===== src/rtl/parking_pkg.sv =====
// Shared key codes, entry state encoding and digit width for the parking
// keypad front end.
package parking_pkg;

  localparam int DIGIT_W = 4;

  localparam logic [DIGIT_W-1:0] KEY_CLEAR = 4'hA;
  localparam logic [DIGIT_W-1:0] KEY_BKSP  = 4'hB;
  localparam logic [DIGIT_W-1:0] KEY_ENTER = 4'hC;

  typedef enum logic [1:0] {
    IDLE    = 2'd0,
    COLLECT = 2'd1,
    FULL    = 2'd2,
    PRESENT = 2'd3
  } entry_state_t;

  function automatic logic is_digit(input logic [DIGIT_W-1:0] code);
    return code <= 4'd9;
  endfunction

endpackage


===== src/rtl/parking_entry_timer.sv =====
// Inactivity timer: counts cycles while run is high, restarts on clear, and
// flags expire on the last cycle of the window when no clear is present.
module parking_entry_timer #(
  parameter int TIMEOUT_CYCLES = 1000,
  parameter int TMR_W          = 16
) (
  input  logic clk,
  input  logic reset_n,
  input  logic clear,
  input  logic run,
  output logic expire
);

  localparam logic [TMR_W-1:0] LAST = TMR_W'(TIMEOUT_CYCLES - 1);

  logic [TMR_W-1:0] count_q;

  assign expire = run && !clear && (count_q == LAST);

  // Outside the collecting states the counter sits frozen at zero.
  always_ff @(posedge clk) begin
    if (!reset_n || clear || !run || expire)
      count_q <= '0;
    else
      count_q <= count_q + TMR_W'(1);
  end

endmodule


===== src/rtl/parking_keypad_entry.sv =====
// Keypad collector ahead of the parking controller: buffers password digits,
// handles clear/backspace/enter, and hands the code over with valid/ack.
module parking_keypad_entry
  import parking_pkg::*;
#(
  parameter int DIGITS         = 2,
  parameter int TIMEOUT_CYCLES = 1000,
  parameter int TMR_W          = 16
) (
  input  logic                         clk,
  input  logic                         reset_n,
  input  logic                         car_present,
  input  logic                         key_valid,
  input  logic [3:0]                   key_code,
  input  logic                         pw_ack,
  output logic [4*DIGITS-1:0]          pw_code,
  output logic                         pw_valid,
  output logic [$clog2(DIGITS+1)-1:0]  digit_count,
  output logic                         busy,
  output logic                         key_err,
  output logic                         timeout
);

  localparam int BUF_W = DIGIT_W * DIGITS;
  localparam int CNT_W = $clog2(DIGITS + 1);

  entry_state_t     state_q, state_n;
  logic [BUF_W-1:0] buffer_q, buffer_n;
  logic [CNT_W-1:0] count_q, count_n;
  logic [BUF_W-1:0] pw_code_q, pw_code_n;
  logic             pw_valid_q, pw_valid_n;
  logic             busy_q;
  logic             key_err_q, key_err_n;
  logic             timeout_q, timeout_n;
  logic             timer_run;
  logic             timer_expire;

  assign timer_run = (state_q == COLLECT) || (state_q == FULL);

  parking_entry_timer #(
    .TIMEOUT_CYCLES (TIMEOUT_CYCLES),
    .TMR_W          (TMR_W)
  ) u_timer (
    .clk     (clk),
    .reset_n (reset_n),
    .clear   (key_valid),
    .run     (timer_run),
    .expire  (timer_expire)
  );

  always_ff @(posedge clk) begin
    if (!reset_n) begin
      state_q    <= IDLE;
      buffer_q   <= '0;
      count_q    <= '0;
      pw_code_q  <= '0;
      pw_valid_q <= 1'b0;
      busy_q     <= 1'b0;
      key_err_q  <= 1'b0;
      timeout_q  <= 1'b0;
    end else begin
      state_q    <= state_n;
      buffer_q   <= buffer_n;
      count_q    <= count_n;
      pw_code_q  <= pw_code_n;
      pw_valid_q <= pw_valid_n;
      busy_q     <= (state_n != IDLE);
      key_err_q  <= key_err_n;
      timeout_q  <= timeout_n;
    end
  end

  // Priority while collecting: car leaving, then a key, then the timer.
  always_comb begin
    state_n    = state_q;
    buffer_n   = buffer_q;
    count_n    = count_q;
    pw_code_n  = pw_code_q;
    pw_valid_n = pw_valid_q;
    key_err_n  = 1'b0;
    timeout_n  = 1'b0;

    unique case (state_q)
      IDLE: begin
        if (car_present)
          state_n = COLLECT;
      end

      COLLECT, FULL: begin
        if (!car_present) begin
          buffer_n = '0;
          count_n  = '0;
          state_n  = IDLE;
        end else if (key_valid) begin
          if (is_digit(key_code)) begin
            if (state_q == COLLECT) begin
              buffer_n = (buffer_q << DIGIT_W) | BUF_W'(key_code);
              count_n  = count_q + CNT_W'(1);
              if (count_q == CNT_W'(DIGITS - 1))
                state_n = FULL;
            end else begin
              key_err_n = 1'b1;
            end
          end else if (key_code == KEY_BKSP) begin
            if (count_q != '0) begin
              buffer_n = buffer_q >> DIGIT_W;
              count_n  = count_q - CNT_W'(1);
              state_n  = COLLECT;
            end
          end else if (key_code == KEY_CLEAR) begin
            buffer_n = '0;
            count_n  = '0;
            state_n  = COLLECT;
          end else if (key_code == KEY_ENTER && state_q == FULL) begin
            pw_code_n  = buffer_q;
            pw_valid_n = 1'b1;
            state_n    = PRESENT;
          end else begin
            key_err_n = 1'b1;
          end
        end else if (timer_expire) begin
          timeout_n = 1'b1;
          buffer_n  = '0;
          count_n   = '0;
          state_n   = IDLE;
        end
      end

      PRESENT: begin
        if (pw_ack && pw_valid_q) begin
          pw_valid_n = 1'b0;
          pw_code_n  = '0;
          buffer_n   = '0;
          count_n    = '0;
          state_n    = IDLE;
        end
      end

      default: begin
        buffer_n   = '0;
        count_n    = '0;
        pw_code_n  = '0;
        pw_valid_n = 1'b0;
        state_n    = IDLE;
      end
    endcase
  end

  assign pw_code     = pw_code_q;
  assign pw_valid    = pw_valid_q;
  assign digit_count = count_q;
  assign busy        = busy_q;
  assign key_err     = key_err_q;
  assign timeout     = timeout_q;

endmodule


===== config.mk =====
export PLATFORM = sky130hd
export DESIGN_NAME = parking_keypad_entry
export DESIGN_NICKNAME = d
export VERILOG_FILES = /design/src/rtl/parking_pkg.sv /design/src/rtl/parking_entry_timer.sv /design/src/rtl/parking_keypad_entry.sv
export SDC_FILE = /design/constraint.sdc
export NUM_CORES = 1
export LEC_CHECK = 0
export CAP_MARGIN = 30
export CORE_AREA = 2 2 67 69
export CTS_CLUSTER_SIZE = 24
export DETAILED_ROUTE_END_ITERATION = 10
export DIE_AREA = 0 0 69 71
export PLACE_DENSITY = 0.8
export SETUP_SLACK_MARGIN = 0.02
export SYNTH_ARGS = -nofsm -noshare
export SYNTH_HDL_FRONTEND = slang
export SYNTH_SLANG_ARGS = --single-unit

===== constraint.sdc =====
create_clock -name clk -period 3.93 [get_ports clk]
set_input_delay 0.393 -clock clk [delete_from_list [all_inputs] [get_ports clk]]
set_output_delay 0.393 -clock clk [all_outputs]
set_load 0.01 [all_outputs]

# Word level (Yosys, flattened, before mapping)
# Index checks and enable logic that the tools add are counted.
# totals
reg_bits	40
input_bits	9
word_cells	110
# classes
addsub	3
n_lt_le_gt_ge	1
eq_ne	19
mux	54
bitwise_logic	4
n_reduce_logical	20
# ops
cell	count
$mux W8	15
$mux W2	21
$pmux W8 S2	2
$add A16 B1 Y16 const B	1
$eq A16 B10 Y1 const B	1
$ne A2 B2 Y1 const B	7
$mux W1	13
$eq A4 B4 Y1 const B	3
$ne A6 B6 Y1 const B	2
$or A8 B4 Y8	1
$reduce_and A8 Y1	1
$pmux W2 S3	1
$reduce_and A6 Y1	1
$reduce_bool A2 Y1	3
$ne A5 B5 Y1 const B	1
$eq A2 B1 Y1 const B	2
$eq A2 B2 Y1 const B	2
$le A4 B4 Y1 const B	1
$logic_and A1 B1 Y1	4
$logic_or A1 B1 Y1	4
$ne A4 B3 Y1 const B	1
$pmux W2 S2	1
$reduce_and A4 Y1	1
$reduce_or A4 Y1	1
7 further kinds	11

# Longest topological paths before layout
# Gate-level depths: netlist of run 1.
# depth
word_depth	10
ltp_mapped	8

# Modules after synthesis
# A second synthesis of run 1 with hierarchy kept.
# hier_totals
hier_cells	235
area_unflattened_um2	2016.9
# modules_own_cells
mod	n_inst	cells_each	area_each_um2
parking_keypad_entry	1	156	1288.7
parking_entry_timer	1	79	728.2

# Worst setup path before layout of run 1
# No wires, ideal clock.
# synth_path
path_type	register -> register
start	register u_timer.count_q[12]
end	register count_q[0] (netlist: digit_count[0])
setup_ps	117
arrival_ps	2042
required_ps	3813
path_slack_ps	1771
stages_incl_launch_ff	6
n_path_buf	0
period_less_slack_ps	2159
cell_sequence	dfxtp_1 > or4_4 > or4_4 > a41oi_4 > nor2b_4 > a22o_1
# synth_via
elab_chain_len	4
# synth_rtl
item	line_no	text
start, declared	parking_entry_timer.sv:16	logic [TMR_W-1:0] count_q;
start signal, assigned	parking_entry_timer.sv:25	count_q <= count_q + TMR_W'(1);
$eq A16 B10 Y1	parking_entry_timer.sv:18	assign expire = run && !clear && (count_q == LAST);
$logic_and A1 B1 Y1	parking_entry_timer.sv:18	
$ne A4 B3 Y1 (no line)	--	
$reduce_and A6 Y1 (no line)	--	
end signal, assigned	parking_keypad_entry.sv:64	count_q <= count_n;
end, declared	parking_keypad_entry.sv:29	logic [CNT_W-1:0] count_q, count_n;
# No other way between the ends.
# A chain may end at the register's enable or synchronous reset.

# Worst setup path in the final report of run 1
# layout_path
start	register u_timer.count_q[12]
end	register buffer_q[4]
# layout_via
elab_chain_len	4
# layout_rtl
item	line_no	text
$eq A16 B10 Y1	parking_entry_timer.sv:18	
$logic_and A1 B1 Y1	parking_entry_timer.sv:18	
$ne A4 B3 Y1 (no line)	--	
$reduce_and A6 Y1 (no line)	--	
end signal, assigned	parking_keypad_entry.sv:63	buffer_q <= buffer_n;
end, declared	parking_keypad_entry.sv:28	logic [BUF_W-1:0] buffer_q, buffer_n;
# No other way between the ends.

==> results of run 1 <==
[layout make-up]
class / count / area (µm²)
Clock buffer: 5 / 68.8
Fill cell: 390 / 1870
Multi-Input combinational cell: 166 / 1090
Timing Repair Buffer: 23 / 228
Sequential cell: 40 / 801
Inverter: 11 / 41.3
Clock inverter: 3 / 42.5
Tap cell: 52 / 65.1
[worst max-delay path: cells and delay by family (launching register included)]
family | cells | cell delay [ns]
flip-flops | 1 | 0.36
AND/OR/NAND/NOR | 3 | 1.19
AO/OA/AOI/OAI | 2 | 0.64
[registers in the layout, indices dropped and copies added, names as in the netlist]
name,cells
pw_valid,1
busy,1
pw_code,8
key_err,1
timeout,1
buffer_q,8
digit_count,2
u_timer.count_q,16
state_q,2
[cell usage after synthesis, types with 7 or more instances]
cell	number
dfxtp_1	40
nand2_1	23
nor2_1	20
nor2b_1	16
o21ai_0	14
inv_1	11
nand3_1	11
mux2i_1	8
clkbuf_1	7
ha_1	7
nand4_1	7
xor2_1	7
[cells by family after synthesis]
group / share of synthesized area [%]
simple gates: 27.5
compound gates: 14.4
flops: 40.1
buf+inv: 5.27
xor+xnor: 4.39
mux: 4.01
fa+ha+maj: 4.39
[cells in the final DEF, fill, tap and decap left out, types with 2 or more instances in the layout]
| master | instances |
|---|---|
| inv_1 | 11 |
| a22o_1 | 5 |
| nand3_1 | 11 |
| and4_1 | 2 |
| nor2b_1 | 16 |
| clkbuf_8 | 5 |
| nand4_1 | 7 |
| clkdlybuf4s50_1 | 22 |
| ha_1 | 7 |
| a32oi_1 | 2 |
| o21ai_0 | 14 |
| nor3_1 | 2 |
| xor2_1 | 7 |
| a21oi_1 | 5 |
| mux2i_1 | 8 |
| a21o_1 | 2 |
| nand2b_1 | 2 |
| nor2_1 | 20 |
| or2_2 | 2 |
| or3_1 | 3 |
| a31oi_1 | 2 |
| xnor2_1 | 3 |
| or4_4 | 3 |
| dfxtp_1 | 40 |
| nand2_1 | 23 |
| and3_1 | 2 |
| nor4_1 | 3 |
[metrics by stage]
step	setup WS [ns]	total power (µW)
after CTS	1.64	1220
after global placement	1.43	872
after floorplan	1.77	774
final	1.64	1210
after global routing	1.55	1280
after detailed placement	1.38	879
[power breakdown]
group / leakage (µW) / internal (µW) / switching (µW)
logic: 0.000446 / 176 / 236
clock network: 0.0000541 / 188 / 148
registers: 0.000323 / 434 / 25.4
total: 0.000824 / 798 / 409
[worst max path at each step]
stage / depth (start not counted) / from / endpoint
6_report: 5 / u_timer.count_q[12] / buffer_q[4]
3_5_place_dp: 6 / key_valid / buffer_q[4]
4_1_cts: 5 / u_timer.count_q[12] / buffer_q[4]
2_1_floorplan: 5 / u_timer.count_q[12] / digit_count[0]
3_3_place_gp: 6 / key_valid / buffer_q[4]
5_1_grt: 5 / u_timer.count_q[12] / buffer_q[4]
[routing by layer]
layer	routed length, µm	up-vias	global-route usage [%]
met2	1880	51	27.6
met1	1780	753	20.7
met3	228	9	4.99
li1	-	844	-
met4	70	0	7.63
met5	0	-	0
==> key figures, run 1 <==
Outcome
  – Outcome: finished, final reports clean

CTS
  – Setup bufs post-CTS: 0
  – Post-CTS Hold Fix Bufs: 0
  – Post-CTS sizing: 0
  – Reg clk slew, reported paths: about 0.080 ns
  – Clk sinks: 40
  – CTS Buf Count: 5
  – H-tree depth: 2
  – CTS Root Cell: clkbuf_8
  – Clock Latency Late Sink: 0.30 ns
  – CTS tree: done
  – Longest Clk Path Bufs: 2

Worst setup path
  – Crit start category: register
  – CP endpoint kind: register
  – FF-to-FF setup slack: approximately 1.6 ns
  – Worst r2r src: u_timer.count_q[12]
  – Critical path type: register to register
  – R2R depth: 5
  – WP data arrival: 2.48 ns
  – Worst Path Max Fanout: 10
  – CP required: between 4 and 5 ns
  – Cell breakdown of the critical path: or4_4 -> or4_4 -> a41oi_4 -> nor2b_4 -> a22o_1
  – CP peak stage delay: 0.55 ns
  – CP dominant cell by count: or4_4
  – RR Endpoint: buffer_q[4]
  – Slowest cell on crit path: or4_4

Min path
  – Beginning of the worst hold path: u_timer.count_q[0]
  – Hold Path Depth: 1
  – Min-Delay Endpoint: u_timer.count_q[0]
  – Hold Crit Class: register to register

Synthesis
  – Number of synthesized flops with an enable pin: 0
  – Distinct cells, synth: 43
  – Seq cells post-synth: 40
  – Synth Area per Inst: between 8 and 9 µm²
  – Ranking of synthesized cells by area: dfxtp_1, nor2b_1, ha_1, nand2_1, mux2i_1
  – Sequential share of the synthesized area: 40.1%
  – Warning count from the yosys run: 0
  – Synthesized cell area: between 1500 and 2000 µm²
  – Cells after synthesis: 226
  – Synth Flop Type: dfxtp_1
  – Area leader, netlist: dfxtp_1
  – Top-area cell type share of the netlist area: 40.1%
  – Synth async-reset ratio: 0%
  – Syn Nets: 242

Layout
  – # diodes: 0
  – Post-route cell area: between 2000 and 2500 µm²
  – Util after Layout: 55.6%
  – Synthesis-to-layout area growth: 17.1%
  – Share of cells above drive strength 1: 7.26%
  – Post-Layout Cell Count: 300
  – Fin nets: 263

GRT
  – Initial antenna violation count: 0
  – Total Routing Usage GR: 16.9%
  – Grt ovf: 0
  – Largest net degree at the start of global routing: 21
  – Number of global-route vias before repair: 1444
  – First-pass GRT wire length: 6600 µm

STA
  – Setup violators final: 0
  – F_max: between 400 and 500 MHz
  – Crit path time final: 2.29 ns
  – Max Transition Viols Final: 0
  – Hold WS: 0.452 ns
  – RSZ-0062 raised after global routing: false
  – Setup TNS: 0 ns
  – Worst Skew: 0.00715 ns
  – Worst-margin pin slew: 0.673 ns
  – Final period util: 58.2%
  – Final hold vios: 0
  – Rel. slew slack: 55.0%

Placed design
  – Area post-placement: 2220 µm²
  – Port Buffers: 22
  – Final HPWL DP: 2890 µm
  – Inst Count DP: 292
  – GP Congestion: ~0.86

Die
  – Starting Density: 47.5%
  – Die Footprint: a little under 5000 µm²
  – Row count: 24
  – Die height: slightly above 70 µm
  – I/O pins: 23
  – DIE WIDTH: 69 µm
  – Placeable Area: 4200 µm²

Drt
  – Routed via count: 1657
  – Via density per instance: 5.52
  – DRT antenna net count: 0
  – Avg WL per Cell: roughly 13 µm
  – Residual DRC: 0
  – Pre-Repair DR Iteration Count: 4
  – DRT iter0 DRCs: 170
  – Wirelength, routed: 3960 µm

Run
  – Max Cap Viol: 0

Power
  – VDD IR-drop max: between 300 and 400 µV
  – PD cells: 517 nW/µm²
  – Leakage: 0.000824 µW
Note: power is estimated with default switching activity, not from simulation.
==> inputs of run 2 (changes only) <==
PLACE_DENSITY = 0.83   (was 0.8)
clock period = 1.89 ns   (was 3.93 ns; I/O delays follow)
==> run 2 against run 1 <==
  * The run now ends with negative setup slack left
  * Global-route usage rose by 2.0 points
  * Critical path depth did not move
  * Non-clock buffer count rose by 33
  * Register-to-register slack got worse by 1.8 ns
  * First-iteration DRC count fell by 36%
  * Largest power group is now combinational logic
  * Design area rose by 12%
  * Fmax rose by 11%
  * Final cell count rose by 11%
  * Clock power rose by 110%
  * Count of clock-buffer cells in the layout did not move
  * Hold slack improved by 0.037 ns
  * Sequential share of layout area fell by 3.7 points
==> key figures, run 2 (synthesis gave the netlist of run 1 again) <==
Power
  – VDD IR-drop max: 666 µV (+84%)
  – Leakage: 0.00100 µW (+21%)
  – Total power: 2690 µW (+120%)
  – PD cells: 1020 nW/µm² (+98%)

Layout
  – # diodes: 0 (unchanged)
  – Largest register FFs: 16 (unchanged)
  – Leading cell type in the layout, fill and taps excluded: dfxtp_1
  – Fin nets: 296 (+13%)
  – Synthesis-to-layout area growth: 31.7%
  – Share of cells above drive strength 1: 19.9% (+13 points)
  – Most frequent cells in the layout: dfxtp_1, buf_4, nand2_1, clkdlybuf4s50_1, nor2_1
  – Largest Register: u_timer.count_q

Worst setup path
  – CP peak stage delay: 0.56 ns (about the same)
  – Slowest cell on crit path: or4_4
  – Buf/Inv on CP: 0 (unchanged)
  – WP data arrival: 2.26 ns (-0.22 ns)
  – CP required: 2.09 ns (-2.04 ns)
  – Cell breakdown of the critical path: or4_4 -> or4_4 -> a41oi_4 -> nor2b_4 -> a22o_1
  – Worst Path Max Fanout: 6 (-4)
  – Critical path type: register to register
  – CP dominant cell by count: or4_4
  – Crit path max-delay family: simple AND/OR/NAND/NOR gates
  – CP endpoint kind: register
  – Crit start category: register

Placed design
  – Pre-CTS setup slack: -0.214 ns (-1.60 ns)
  – Port Buffers: 22 (unchanged)
  – GP Congestion: 0.907 (+5.3%)
  – Final HPWL DP: 3250 µm (+12%)

Die
  – Die Footprint: 4900 µm² (unchanged)
  – Die height: 71 µm (unchanged)
  – DIE WIDTH: 69 µm (unchanged)
  – Placeable Area: 4200 µm² (unchanged)
  – Starting Density: 47.5% (unchanged)
  – I/O pins: 23 (unchanged)
  – Row count: 24 (unchanged)

CTS
  – Clock Latency Late Sink: 0.30 ns (about the same)
  – Post-CTS Hold Fix Bufs: 0 (unchanged)
  – CTS Buf Count: 5 (unchanged)
  – Clk sinks: 40 (unchanged)
  – H-tree depth: 2 (unchanged)
  – Reg clk slew, reported paths: 0.08 ns (about the same)
  – CTS tree: done
  – Longest Clk Path Bufs: 2 (unchanged)
  – CTS Root Cell: clkbuf_8

Min path
  – Hold Crit Class: register to register

STA
  – Final hold vios: 0 (unchanged)
  – Max Transition Viols Final: 0 (unchanged)
  – Final period util: 109% (+51 points)
  – Worst-margin pin slew: 0.413 ns (-0.260 ns)
  – F_max: 486 MHz (+11%)
  – Crit path time final: 2.06 ns (-0.228 ns)
  – Setup violators final: 11 (+11)
  – Rel. slew slack: 72.5% (+17 points)
  – Final setup margin: -0.169 ns (-1.81 ns)
  – RSZ-0062 raised after global routing: true
  – Hold WS: 0.489 ns (+0.0368 ns)
  – Worst Skew: 0.00546 ns (-0.00169 ns)

Drt
  – Avg WL per Cell: 13.1 µm (-0.72%)
  – Wirelength, routed: 4360 µm (+10%)
  – Via density per instance: 5.41 (-2.1%)
  – Residual DRC: 0 (unchanged)
  – Routed via count: 1800 (+8.6%)
  – DRT iter0 DRCs: 108 (-36%)
  – DRT antenna net count: 0 (unchanged)
  – Pre-Repair DR Iteration Count: 4 (unchanged)

Run
  – Max Cap Viol: 0 (unchanged)

GRT
  – Grt ovf: 0 (unchanged)
  – Largest net degree at the start of global routing: 16 (-24%)
  – Total Routing Usage GR: 18.9% (+2.0 points)
  – Initial antenna violation count: 0 (unchanged)
  – Number of global-route vias before repair: 1704 (+18%)
  – First-pass GRT wire length: 7470 µm (+13%)

Outcome
  – Outcome: finished with violations
  – Failing checks: negative setup slack
[run 2: repair_timing]
action,CTS,global route
pin swaps,1,1
endpoints found under the setup margin,22,36
buffers inserted,1,0
resized for setup,4,6
[run 2: stage by stage]
step	TNS (ns)	cell area, µm²	util [%]	std cells
after floorplan	-1.23	2000	-	226
after global placement	-2.11	2460	58.6	324
after detailed placement	-3.11	2460	58.6	324
after CTS	-1.49	2610	62.0	333
after global routing	-2.27	2630	62.5	333
final	-1.61	2630	62.5	333
[run 2: report_power, final]
| group | switching (µW) | internal (µW) |
|---|---|---|
| clock network | 317 | 398 |
| logic | 531 | 496 |
| registers | 39.9 | 905 |
[run 2: path summary, 6_finish.rpt]
kind	start	endpoint	slack, ns	cells after the start
setup / recovery	u_timer.count_q[3]	digit_count[0]	-0.17	5
hold / removal	buffer_q[6]	buffer_q[6]	0.49	1
setup reg to reg	u_timer.count_q[3]	digit_count[0]	-0.17	5
hold reg to reg	buffer_q[6]	buffer_q[6]	0.49	1
[run 2: final cells by class]
| type | count | area, µm² |
|---|---|---|
| tap | 52 | 65.1 |
| multi-input combinational | 166 | 1120 |
| sequential | 40 | 803 |
| clock buffer | 5 | 68.8 |
| inverter | 11 | 41.3 |
| clock inverter | 3 | 46.3 |
| timing repair buffer | 56 | 483 |
| fill | 367 | 1580 |
[run 2: metal layers]
layer	GRT usage, %	routed length, µm	up-vias
li1	-	-	900
met1	21.3	1830	841
met2	33.8	2210	49
met3	5.41	235	10
met4	7.19	85	0
met5	0	0	-
==> inputs of run 3 (changes only) <==
HOLD_SLACK_MARGIN = 0.08   (was not set)
PLACE_DENSITY = 0.78   (was 0.83)
clock period = 2.5 ns   (was 1.89 ns; I/O delays follow)
==> run 3 against run 2 <==
  * The run now ends clean
  * Combinational power down 37%
  * Sequential power fell by 23%
  * Hold slack got worse by 0.040 ns
  * Largest cell class unchanged
  * Register-to-register slack improved by 0.39 ns
  * Clock skew rose by 0.0057 ns
  * Count of clock-buffer cells in the layout stayed put
  * Fmax is 9.8% lower
  * Via count is 8.2% lower
  * Sequential share of layout area grew 3.0 points
==> key figures, run 3 (synthesis gave the netlist of run 1 again) <==
STA
  – RSZ-0062 raised after global routing: false
  – Worst-margin pin slew: 0.430 ns (+0.0173 ns)
  – Final setup margin: 0.217 ns (+0.386 ns)
  – Final period util: 91.3% (-18 points)
  – Setup TNS: 0 ns (+1.61 ns)
  – Setup violators final: 0 (-11)
  – Crit path time final: 2.28 ns (+0.224 ns)
  – Max Transition Viols Final: 0 (unchanged)
  – Worst Skew: 0.0111 ns (+0.00566 ns)
  – F_max: 438 MHz (-9.8%)
  – Rel. slew slack: 71.3% (-1.2 points)
  – Final hold vios: 0 (unchanged)

CTS
  – Longest Clk Path Bufs: 2 (unchanged)
  – Reg clk slew, reported paths: 0.08 ns (about the same)
  – CTS tree: done
  – Post-CTS Hold Fix Bufs: 0 (unchanged)
  – H-tree depth: 2 (unchanged)
  – Clock Latency Late Sink: 0.31 ns (about the same)
  – Clk sinks: 40 (unchanged)
  – CTS Buf Count: 5 (unchanged)
  – Post-CTS sizing: 0 (-4)
  – CTS Root Cell: clkbuf_8
  – Setup bufs post-CTS: 0 (-1)

Worst setup path
  – CP endpoint kind: register
  – CP peak stage delay: 0.56 ns (about the same)
  – WP data arrival: 2.49 ns (+0.23 ns)
  – CP dominant cell by count: or4_4
  – CP required: 2.70 ns (+0.61 ns)
  – RR Endpoint: digit_count[0]
  – R2R depth: 5 (unchanged)
  – Worst Path Max Fanout: 10 (+4)
  – Cell breakdown of the critical path: or4_4 -> or4_4 -> a41oi_4 -> nor2b_4 -> a22o_1
  – Critical path type: register to register
  – Slowest cell on crit path: or4_4
  – Worst r2r src: u_timer.count_q[12]
  – Crit start category: register
  – FF-to-FF setup slack: 0.22 ns (+0.39 ns)

Power
  – Power share of the clock group: 28.5% (+1.9 points)
  – Int Pwr: 1270 µW (-30%)
  – VDD IR-drop max: 425 µV (-36%)
  – Combinational power share: 33.9% (-4.3 points)
  – Total power: 1920 µW (-28%)
  – Leakage: 0.000854 µW (-15%)
  – Sequential Power Share: 37.6% (+2.4 points)
  – Total net switching power: 657 µW (-26%)
  – Switching Share: 34.1% (+1.1 points)
  – PD cells: 807 nW/µm² (-21%)

Die
  – Placeable Area: 4200 µm² (unchanged)
  – Die height: 71 µm (unchanged)
  – DIE WIDTH: 69 µm (unchanged)
  – I/O pins: 23 (unchanged)
  – Die Footprint: 4900 µm² (unchanged)
  – Row count: 24 (unchanged)
  – Starting Density: 47.5% (unchanged)

Layout
  – Synthesis-to-layout area growth: 19.5%
  – Filler cells: 402 (+9.5%)
  – FF/Latch Area: 801 µm² (-0.31%)
  – Largest Register: u_timer.count_q
  – Post-route cell area: 2380 µm² (-9.2%)
  – Share of cells above drive strength 1: 9.45% (-10 points)
  – Footprint of the multi-input gates: 1090 µm² (-2.7%)
  – # diodes: 0 (unchanged)
  – Fin nets: 269 (-9.1%)
  – Most frequent cells in the layout: dfxtp_1, nand2_1, clkdlybuf4s50_1, nor2_1, nor2b_1
  – Leading cell type in the layout, fill and taps excluded: dfxtp_1
  – Largest register FFs: 16 (unchanged)
  – Util after Layout: 56.7% (-5.8 points)

Placed design
  – Area post-placement: 2270 µm² (-7.9%)
  – Port Buffers: 22 (unchanged)
  – Pre-CTS setup slack: 0.237 ns (+0.450 ns)
  – GP Congestion: 0.862 (-5.0%)
  – Final HPWL DP: 2950 µm (-9.2%)

Drt
  – DRT antenna net count: 0 (unchanged)
  – Pre-Repair DR Iteration Count: 4 (unchanged)
  – Via density per instance: 5.40 (-0.12%)
  – Avg WL per Cell: 13.3 µm (+1.5%)
  – Wirelength, routed: 4070 µm (-6.7%)
  – Residual DRC: 0 (unchanged)
  – Routed via count: 1652 (-8.2%)
  – DRT iter0 DRCs: 125 (+16%)

Min path
  – Beginning of the worst hold path: u_timer.count_q[0]
  – Hold Crit Class: register to register
  – Hold Path Depth: 1 (unchanged)
  – Min-Delay Endpoint: u_timer.count_q[0]

Run
  – Max Cap Viol: 0 (unchanged)

Outcome
  – Outcome: finished, final reports clean

GRT
  – Total Routing Usage GR: 17.7% (-1.2 points)
  – Number of global-route vias before repair: 1528 (-10%)
  – Grt ovf: 0 (unchanged)
  – Initial antenna violation count: 0 (unchanged)
  – First-pass GRT wire length: 6910 µm (-7.4%)
  – Largest net degree at the start of global routing: 16 (unchanged)
==> run 3: cell count changes in the layout (fill, tap and decap cells not counted), moves of 2 or more <==
cell and delta:
buf_6 -2, dfxtp_1 +2, nor4_1 +2, dfxtp_2 -2, buf_4 -25
==> run 3: per-stage QoR <==
stage	hold slack, ns	cells
floorplan	0.393	226
global placement	0.431	298
detailed placement	0.444	298
CTS	0.458	306
global route	0.488	306
finish	0.449	306
==> run 3: how the worst max path moves through the flow <==
stage	startpoint	endpoint	slack, ns	cells after the start
after floorplan	u_timer.count_q[12]	digit_count[0]	0.34	5
after CTS	u_timer.count_q[12]	digit_count[0]	0.23	5
final	u_timer.count_q[12]	digit_count[0]	0.22	5
after global placement	u_timer.count_q[10]	buffer_q[5]	0.28	5
after global routing	u_timer.count_q[10]	buffer_q[6]	0.14	5
after detailed placement	u_timer.count_q[12]	digit_count[0]	0.24	5
==> run 3: layout make-up <==
type,count,share of cell area (%)
inverters,11,1.73
repair buffers,29,11.4
well taps,52,2.73
clock inverters,3,1.94
multi-input cells,166,45.7
clock buffers,5,2.89
flip-flops and latches,40,33.6
==> run 3: metal layers <==
layer / share of wire, % / track usage (%)
met5: 0 / 0
met4: 0.88 / 8.28
met3: 4.2 / 4.70
met2: 47 / 28.5
met1: 48 / 22.2
==> run 3: worst max-delay path: cells and delay by family, from the launching register on <==
| kind | cells | cell delay, ns |
|---|---|---|
| simple gates | 3 | 1.19 |
| flops | 1 | 0.35 |
| compound gates | 2 | 0.65 |
==> run 3: power groups by stage <==
| stage | clock (µW) | combinational (µW) | sequential [µW] |
|---|---|---|---|
| finish | 548 | 652 | 723 |
| global route | 583 | 720 | 731 |
| CTS | 555 | 654 | 724 |
| detailed placement | 0 | 649 | 739 |
| global placement | 0 | 639 | 739 |
| floorplan | 0 | 479 | 738 |
